===== config.mk =====
export PLATFORM = sky130hd
export DESIGN_NAME = mdu_sequencer
export DESIGN_NICKNAME = d
export VERILOG_FILES = /design/src/rtl/mdu_sequencer.sv
export SDC_FILE = /design/constraint.sdc
export NUM_CORES = 1
export LEC_CHECK = 0
export ABC_AREA = 0
export BUFFER_PORTS_ARGS = -buffer_cell sky130_fd_sc_hd__buf_2
export CORE_ASPECT_RATIO = 0.75
export CORE_UTILIZATION = 35
export DETAILED_ROUTE_END_ITERATION = 6
export GPL_TIMING_DRIVEN = 0
export PLACE_DENSITY = 0.51
export SLEW_MARGIN = 10
export SYNTH_ARGS = -nofsm -noshare
export SYNTH_HDL_FRONTEND = slang
export SYNTH_SLANG_ARGS = --single-unit

===== constraint.sdc =====
create_clock -name clk -period 7.8 [get_ports clk]
set_input_delay 0.39 -clock clk [delete_from_list [all_inputs] [get_ports clk]]
set_output_delay 0.39 -clock clk [all_outputs]
set_load 0.01 [all_outputs]

===== src/rtl/mdu_sequencer.sv =====
// rtl/mdu_sequencer.sv - radix-2 iterative RV32M multiply/divide sequencer
// Define MDU_DIV_EN to build the divider datapath; without it DIV/REM ops finish at once with err=1.
module mdu_sequencer (
    input  logic        clk,
    input  logic        rst_n,
    input  logic        start,
    input  logic [2:0]  funct3,
    input  logic [31:0] op_a,
    input  logic [31:0] op_b,
    input  logic        flush,
    output logic        busy,
    output logic        done,
    output logic [31:0] result,
    output logic        stall,
    output logic        err
);
    typedef enum logic [1:0] {S_IDLE = 2'd0, S_BUSY = 2'd1, S_DONE = 2'd2} state_t;

    state_t      state_q;
    logic [4:0]  cnt_q;
    logic [1:0]  op_q;
    logic        neg_q;
    logic        fast_q;
    logic        fast_err_q;
    logic [31:0] acc_hi_q;
    logic [31:0] acc_lo_q;
    logic [31:0] mag_b_q;
    logic        busy_q;
    logic        done_q;
    logic        err_q;
    logic [31:0] result_q;
`ifdef MDU_DIV_EN
    logic        div_q;
    logic        rneg_q;
`endif

    logic        signed_a, signed_b, neg_a, neg_b;
    logic [31:0] mag_a, mag_b;

    // MUL only keeps the low word, so treating it as signed*signed is harmless.
    assign signed_a = !(funct3[0] && (funct3[1] || funct3[2]));
    assign signed_b = funct3[2] ? !funct3[0] : !funct3[1];
    assign neg_a    = signed_a && op_a[31];
    assign neg_b    = signed_b && op_b[31];
    assign mag_a    = neg_a ? -op_a : op_a;
    assign mag_b    = neg_b ? -op_b : op_b;

    logic        fast;
    logic        fast_err;
    logic [31:0] fast_res;

    always_comb begin
        fast     = 1'b0;
        fast_err = 1'b0;
        fast_res = '0;
`ifdef MDU_DIV_EN
        if (funct3[2]) begin
            if (op_b == 32'h0) begin
                fast     = 1'b1;
                fast_res = funct3[1] ? op_a : 32'hFFFF_FFFF;
            end else if (!funct3[0] && op_a == 32'h8000_0000 && op_b == 32'hFFFF_FFFF) begin
                fast     = 1'b1;
                fast_res = funct3[1] ? 32'h0 : 32'h8000_0000;
            end
        end
`else
        if (funct3[2]) begin
            fast     = 1'b1;
            fast_err = 1'b1;
        end
`endif
    end

    // Both datapaths start from {hi=0, lo=|a|}: multiply shifts right, divide shifts left.
    logic [32:0] mul_sum;
    logic [31:0] acc_hi_d;
    logic [31:0] acc_lo_d;

    assign mul_sum = {1'b0, acc_hi_q} + (acc_lo_q[0] ? {1'b0, mag_b_q} : 33'd0);

`ifdef MDU_DIV_EN
    logic [32:0] trial;
    logic        ge;
    assign trial = {acc_hi_q, acc_lo_q[31]} - {1'b0, mag_b_q};
    assign ge    = !trial[32];
`endif

    always_comb begin
        acc_hi_d = mul_sum[32:1];
        acc_lo_d = {mul_sum[0], acc_lo_q[31:1]};
`ifdef MDU_DIV_EN
        if (div_q) begin
            acc_hi_d = ge ? trial[31:0] : {acc_hi_q[30:0], acc_lo_q[31]};
            acc_lo_d = {acc_lo_q[30:0], ge};
        end
`endif
    end

    logic [63:0] prod_s;
    logic [31:0] final_res;

    assign prod_s = neg_q ? -{acc_hi_d, acc_lo_d} : {acc_hi_d, acc_lo_d};

    always_comb begin
        final_res = (op_q == 2'b00) ? prod_s[31:0] : prod_s[63:32];
`ifdef MDU_DIV_EN
        if (div_q) begin
            if (op_q[1])
                final_res = rneg_q ? -acc_hi_d : acc_hi_d;
            else
                final_res = neg_q ? -acc_lo_d : acc_lo_d;
        end
`endif
    end

    always_ff @(posedge clk or negedge rst_n) begin
        if (!rst_n) begin
            state_q    <= S_IDLE;
            cnt_q      <= '0;
            op_q       <= '0;
            neg_q      <= 1'b0;
            fast_q     <= 1'b0;
            fast_err_q <= 1'b0;
            acc_hi_q   <= '0;
            acc_lo_q   <= '0;
            mag_b_q    <= '0;
            busy_q     <= 1'b0;
            done_q     <= 1'b0;
            err_q      <= 1'b0;
            result_q   <= '0;
`ifdef MDU_DIV_EN
            div_q      <= 1'b0;
            rneg_q     <= 1'b0;
`endif
        end else begin
            done_q <= 1'b0;
            err_q  <= 1'b0;
            case (state_q)
                S_IDLE: begin
                    if (start && !flush) begin
                        state_q    <= S_BUSY;
                        busy_q     <= 1'b1;
                        op_q       <= funct3[1:0];
                        neg_q      <= neg_a ^ neg_b;
                        fast_q     <= fast;
                        fast_err_q <= fast_err;
                        acc_hi_q   <= '0;
                        mag_b_q    <= mag_b;
`ifdef MDU_DIV_EN
                        div_q      <= funct3[2];
                        rneg_q     <= neg_a;
`endif
                        // Special cases park their answer in acc_lo and finish on the next edge.
                        if (fast) begin
                            cnt_q    <= 5'd31;
                            acc_lo_q <= fast_res;
                        end else begin
                            cnt_q    <= 5'd0;
                            acc_lo_q <= mag_a;
                        end
                    end
                end
                S_BUSY: begin
                    if (flush) begin
                        state_q <= S_IDLE;
                        busy_q  <= 1'b0;
                        cnt_q   <= 5'd0;
                    end else if (cnt_q == 5'd31) begin
                        state_q  <= S_DONE;
                        busy_q   <= 1'b0;
                        done_q   <= 1'b1;
                        err_q    <= fast_err_q;
                        result_q <= fast_q ? acc_lo_q : final_res;
                        cnt_q    <= 5'd0;
                    end else begin
                        acc_hi_q <= acc_hi_d;
                        acc_lo_q <= acc_lo_d;
                        cnt_q    <= cnt_q + 5'd1;
                    end
                end
                S_DONE:  state_q <= S_IDLE;
                default: state_q <= S_IDLE;
            endcase
        end
    end

    assign busy   = busy_q;
    assign done   = done_q;
    assign err    = err_q;
    assign result = result_q;
    assign stall  = (state_q == S_IDLE && start && !flush) || (state_q == S_BUSY);

endmodule


### Yosys cells after proc, flatten, opt, wreduce, memory -nomap -nowiden

Index checks and enable logic that the tools add are counted.

* register bits: 142
* bits of input ports: 71
* output and inout bits: 36
* word-level logic and storage cells: 82

* add/sub/neg operators: 5
* equal/unequal tests: 6
* multiplexer cells: 36
* bitwise operators: 2
* reductions and logical operators: 21

Operators by type and width (number)
* two-way mux 32 bit: 12
* case mux 32 bit (2 select lines): 2
* two-way mux 64 bit: 1
* negation 32 bit: 2
* negation 64 bit: 1
* adder 32 x 32 -> 33 bit: 1
* two-way mux 5 bit: 4
* two-way mux 1 bit: 11
* case mux 5 bit (2 select lines): 1
* logical AND 1 bit: 6
* two-way mux 2 bit: 3
* != test 2 bit, second input constant: 3
* AND reduction 2 bit: 3
* AND reduction 3 bit: 2
* adder 5 x 1 -> 5 bit, second input constant: 1
* == test 5 bit, second input constant: 1
* zero test 1 bit: 4
* zero test 2 bit: 2
* case mux 2 bit (2 select lines): 1
* AND reduction 4 bit: 1
* != test 3 bit, second input constant: 1
* == test 2 x 1 -> 1 bit, second input constant: 1
* logical OR 1 bit: 2
* case mux 1 bit (2 select lines): 1
* 3 further kinds: 3

### Logic depth before layout (Yosys ltp)

* word-level depth: 8
* gate-level depth with buffers: 15
* depth with buffers taken out: 13

### Least setup slack after synthesis

Ideal clock, no wire load.

* path kind: flip-flop to flip-flop
* start: register acc_lo_q[0]
* end: register result_q[24], in the netlist result[24]
* setup time: 0.129 ns
* data arrival time: 4.040 ns
* data required time: 7.671 ns
* path slack: 3.631 ns
* cell stages (with the launch flop): 16
* path buffers: 2
* period minus slack after synthesis: 4.169 ns
* path through: dfrtp_1 > clkbuf_1 > and2_1 > ha_1 > fa_1 > a21o_1 > a221oi_2 > o21ai_0 > xnor2_1 > nand3_1 > nand4bb_1 > buf_2 > or4_1 > o31ai_1 > xor2_1 > o22ai_1

* word-level cells in the longest chain between the ends: 6

Ends and longest elaborated chain
* start: declaration: RTL line 26 `logic [31:0] acc_lo_q;`
* start signal: assignment: RTL line 156 `acc_lo_q <= fast_res;`
* start signal: assignment: RTL line 159 `acc_lo_q <= mag_a;`
* start signal: assignment: RTL line 177 `acc_lo_q <= acc_lo_d;`
* two-way mux 32 bit *: RTL line 79 `assign mul_sum = {1'b0, acc_hi_q} + (acc_lo_q[0] ? {1'b0, mag_b_q} : 33'd0);`
* adder 32 x 32 -> 33 bit *: RTL line 79
* negation 64 bit: RTL line 102 `assign prod_s = neg_q ? -{acc_hi_d, acc_lo_d} : {acc_hi_d, acc_lo_d};`
* two-way mux 64 bit *: RTL line 102
* two-way mux 32 bit *: RTL line 105 `final_res = (op_q == 2'b00) ? prod_s[31:0] : prod_s[63:32];`
* two-way mux 32 bit *: RTL line 173 `result_q <= fast_q ? acc_lo_q : final_res;`
* end signal: assignment: RTL line 173
* end: declaration: RTL line 31 `logic [31:0] result_q;`

Every way passes the cells marked *; elsewhere a longest branch is shown, timed or not.
A chain may end at the register's enable or synchronous reset.

### Final worst setup path

* start: register acc_lo_q[0]
* end: register result_q[25], in the netlist result[25]

Same word-level chain as after synthesis.

==> out/results.ini <==
[status]
status=completed

[setup_path]
slowest_delay_ns=0.68
cp-end-kind=flop
cp.arrival_ns=6.47
rrSetupSlack_ns=1.62
path_cells=clkbuf_1 -> and2_1 -> ha_1 -> fa_1 -> a21o_1 -> a221oi_2 -> o21ai_0 -> xnor2_1 -> nand3_1 -> nand4bb_1 -> buf_2 -> nor4_2 -> a211oi_1 -> nor4b_1 -> o21ai_0
crit-reg2reg-capture=result[25]
worst_ep_required_time_ns=8.10
start_kind=flop
cpMaxStageDelayCell=nor4_2
ff2ff_path_depth=15
crit_fanout=10
worstSetupPathType=flop to flop
crit-reg2reg-launch=acc_lo_q[0]
critPathMostFrequentCell=o21ai_0

[drt]
antenna_left=0
drcViolationCount=0
wl_um=42200
first_pass_iters=6
wl_per_cell_um=20.8
vias=11600
viasPerCell=5.73
drt-initial-drc-count=1036

[synth]
syn_area_um2=11300
synth_ff_type=dfrtp_1
netlist_instances=1459
ys_warn_count=0
synth_edf_count=0
synth_cell_type_count=79
synth_seq_cells=142
synth-async-reset-ratio_pct=100
avgSynthCellArea_um2=7.78
synth_nets=1568
ys_seq_area_share_pct=31.3

[clock_tree]
cts.sink_count=142
post_cts_buffers=0
numCtsBuffers=17
clk_path_buf_depth=2
hold_buffers=1
h-tree-depth=4
ctsResizeCount=0
cts_tree=yes
path_clk_slew_ns=0.07
cts-root-buf=clkbuf_16
clk_latency_ns=0.46

[flow_run]
drv_cap=0

[timing]
finClkSkew_ns=0.0148
setup_violations=0
slew_violations=0
worst_pin_slew_ns=1.07
min_period_ns=6.18
period_share_pct=79.2
hold_viol=0
max_slew_margin_pct=28.0
holdWs_ns=0.194
clock.fmax_ghz=0.162
rsz0062_at_grt=false
timing.setup.tns_ns=0

[global_route]
overflow=0
grt_max_degree=93
grt_first_pass_wirelength_um=64900
grt.total_usage_pct=26.1
grt_pass1_vias=10800
grt_antenna_before_repair=0

[worst_hold_path]
holdCritPathClass=primary input to flop
min_to=op_q[1]
hold_depth=3
min_from=funct3[1]

[floorplanning]
die_h_um=158
initial_core_util_pct=35.9
num_rows=56
ios=107
core_area_um2=31600
fp.dieArea_um2=33200
die_x_um=210

[final_layout]
final_nets=1694
drive_above_1_share_pct=10.6
num-fill-cells=3297
antenna_cells=0
final_util_pct=41.3
area_growth_pct=15.0
final_cells=2031

[placed_design]
globalplace.congestion=0.966
dp_cells=2000
dpl.hpwl_um=33300
numPortBuffers=105

[power]
ir_drop_mv=0.162
power.leakage_nw=5.48
p_per_area_nw_per_um2=244

-- area by class of cell --
cell class / count / area [um^2] / area share, %
Inverter: 31 / 116 / 0.892
Sequential cell: 142 / 3550 / 27.2
Tap cell: 435 / 544 / 4.17
Buffer: 99 / 385 / 2.95
Timing Repair Buffer: 107 / 573 / 4.39
Clock buffer: 21 / 470 / 3.61
Multi-Input combinational cell: 1187 / 7290 / 55.9
Clock inverter: 9 / 110 / 0.844
-- per-stage QoR --
step                      cell area [um^2]  worst slack [ns]  power [W]
after floorplan                      11300              3.63    0.00189
after global placement               12400              1.83    0.00232
after detailed placement             12500              1.93    0.00234
after CTS                            13000              1.86    0.00318
after global routing                 13000              1.48    0.00338
final                                13000              1.62    0.00319
-- state kept, by name, summed over array words and instances (netlist names) --
name,count
acc_hi_q,32
acc_lo_q,32
mag_b_q,32
result,32
cnt_q,5
op_q,2
state_q,2
busy,1
done,1
err,1
fast_err_q,1
neg_q,1
-- worst max-delay path by stage --
stage | from | to | slack, ns
finish | acc_lo_q[0] | result[25] | 1.62
global route | acc_lo_q[0] | result[25] | 1.48
CTS | acc_lo_q[0] | result[25] | 1.86
detailed placement | acc_lo_q[0] | result[25] | 1.93
global placement | acc_lo_q[0] | result[25] | 1.83
floorplan | acc_lo_q[0] | result[24] | 3.63
-- logic make-up after synthesis --
kind of cell,synth area share [%]
AND/OR/NAND/NOR,23.9
multiplexers,0.728
buffers and inverters,4.42
flip-flops,31.3
XOR/XNOR,10.0
AO/OA/AOI/OAI,25.4
adder cells (fa/ha/maj),4.26
-- worst max-delay path: cells and delay by family (launching register included) --
family	cells	cell delay (ns)
AND/OR/NAND/NOR	5	2.19
AO/OA/AOI/OAI	5	1.41
adder cells (fa/ha/maj)	2	0.68
flip-flops	1	0.60
buffers and inverters	2	0.57
XOR/XNOR	1	0.55
-- where the power goes --
group | internal (W) | total (W) | leakage [nW] | switching, W
Combinational | 0.000466 | 0.00135 | 3.37 | 0.000885
Sequential | 0.000864 | 0.000996 | 1.83 | 0.000132
Clock | 0.000493 | 0.000842 | 0.278 | 0.000349
-- cell usage in the layout, fill, tap and decap left out, drive strengths merged, types with 4 or more instances in the layout --
cell type	n
nand3	62
a2111oi	4
o22a	4
o21a	12
a211o	4
ha	37
a21o	9
nand3b	7
a31oi	12
xor2	51
a221oi	36
nand4	14
or2	5
mux2i	6
o22ai	7
clkbuf	113
dfrtp	142
a211oi	24
nor3	37
nor4	12
and3	14
nand2b	9
nand2	182
o31ai	32
and2	45
or4	8
or3	12
a21oi	109
xnor2	79
and4	5
o211ai	10
inv	33
buf	113
o41ai	9
nor2	133
o21ai	148
-- per-layer routing --
metal / vias up / track usage (%) / share of wire, %
li1: 5526 / - / -
met1: 5678 / 40.8 / 53
met2: 391 / 35.8 / 39
met3: 45 / 4.74 / 6.4
met4: 0 / 7.23 / 1.8
met5: - / 0 / 0
-- Yosys cell counts (11+ instances only) --
cell type	n	area [um^2]
a31oi_1	12	75.1
ha_1	37	463
and2_1	45	282
a221oi_1	35	307
nand4_1	14	87.6
inv_1	31	116
or3_1	11	68.8
dfrtp_1	142	3550
a211oi_1	23	173
clkbuf_1	91	342
nor3_1	37	185
o21ai_0	145	726
nor2_1	133	499
o21a_1	12	90.1
nand3_1	62	310
xnor2_1	79	692
and3_1	14	87.6
xor2_1	51	447
a21oi_1	109	546
nand2_1	182	683
o31ai_1	30	225
Power figures use the tool's default switching activity.
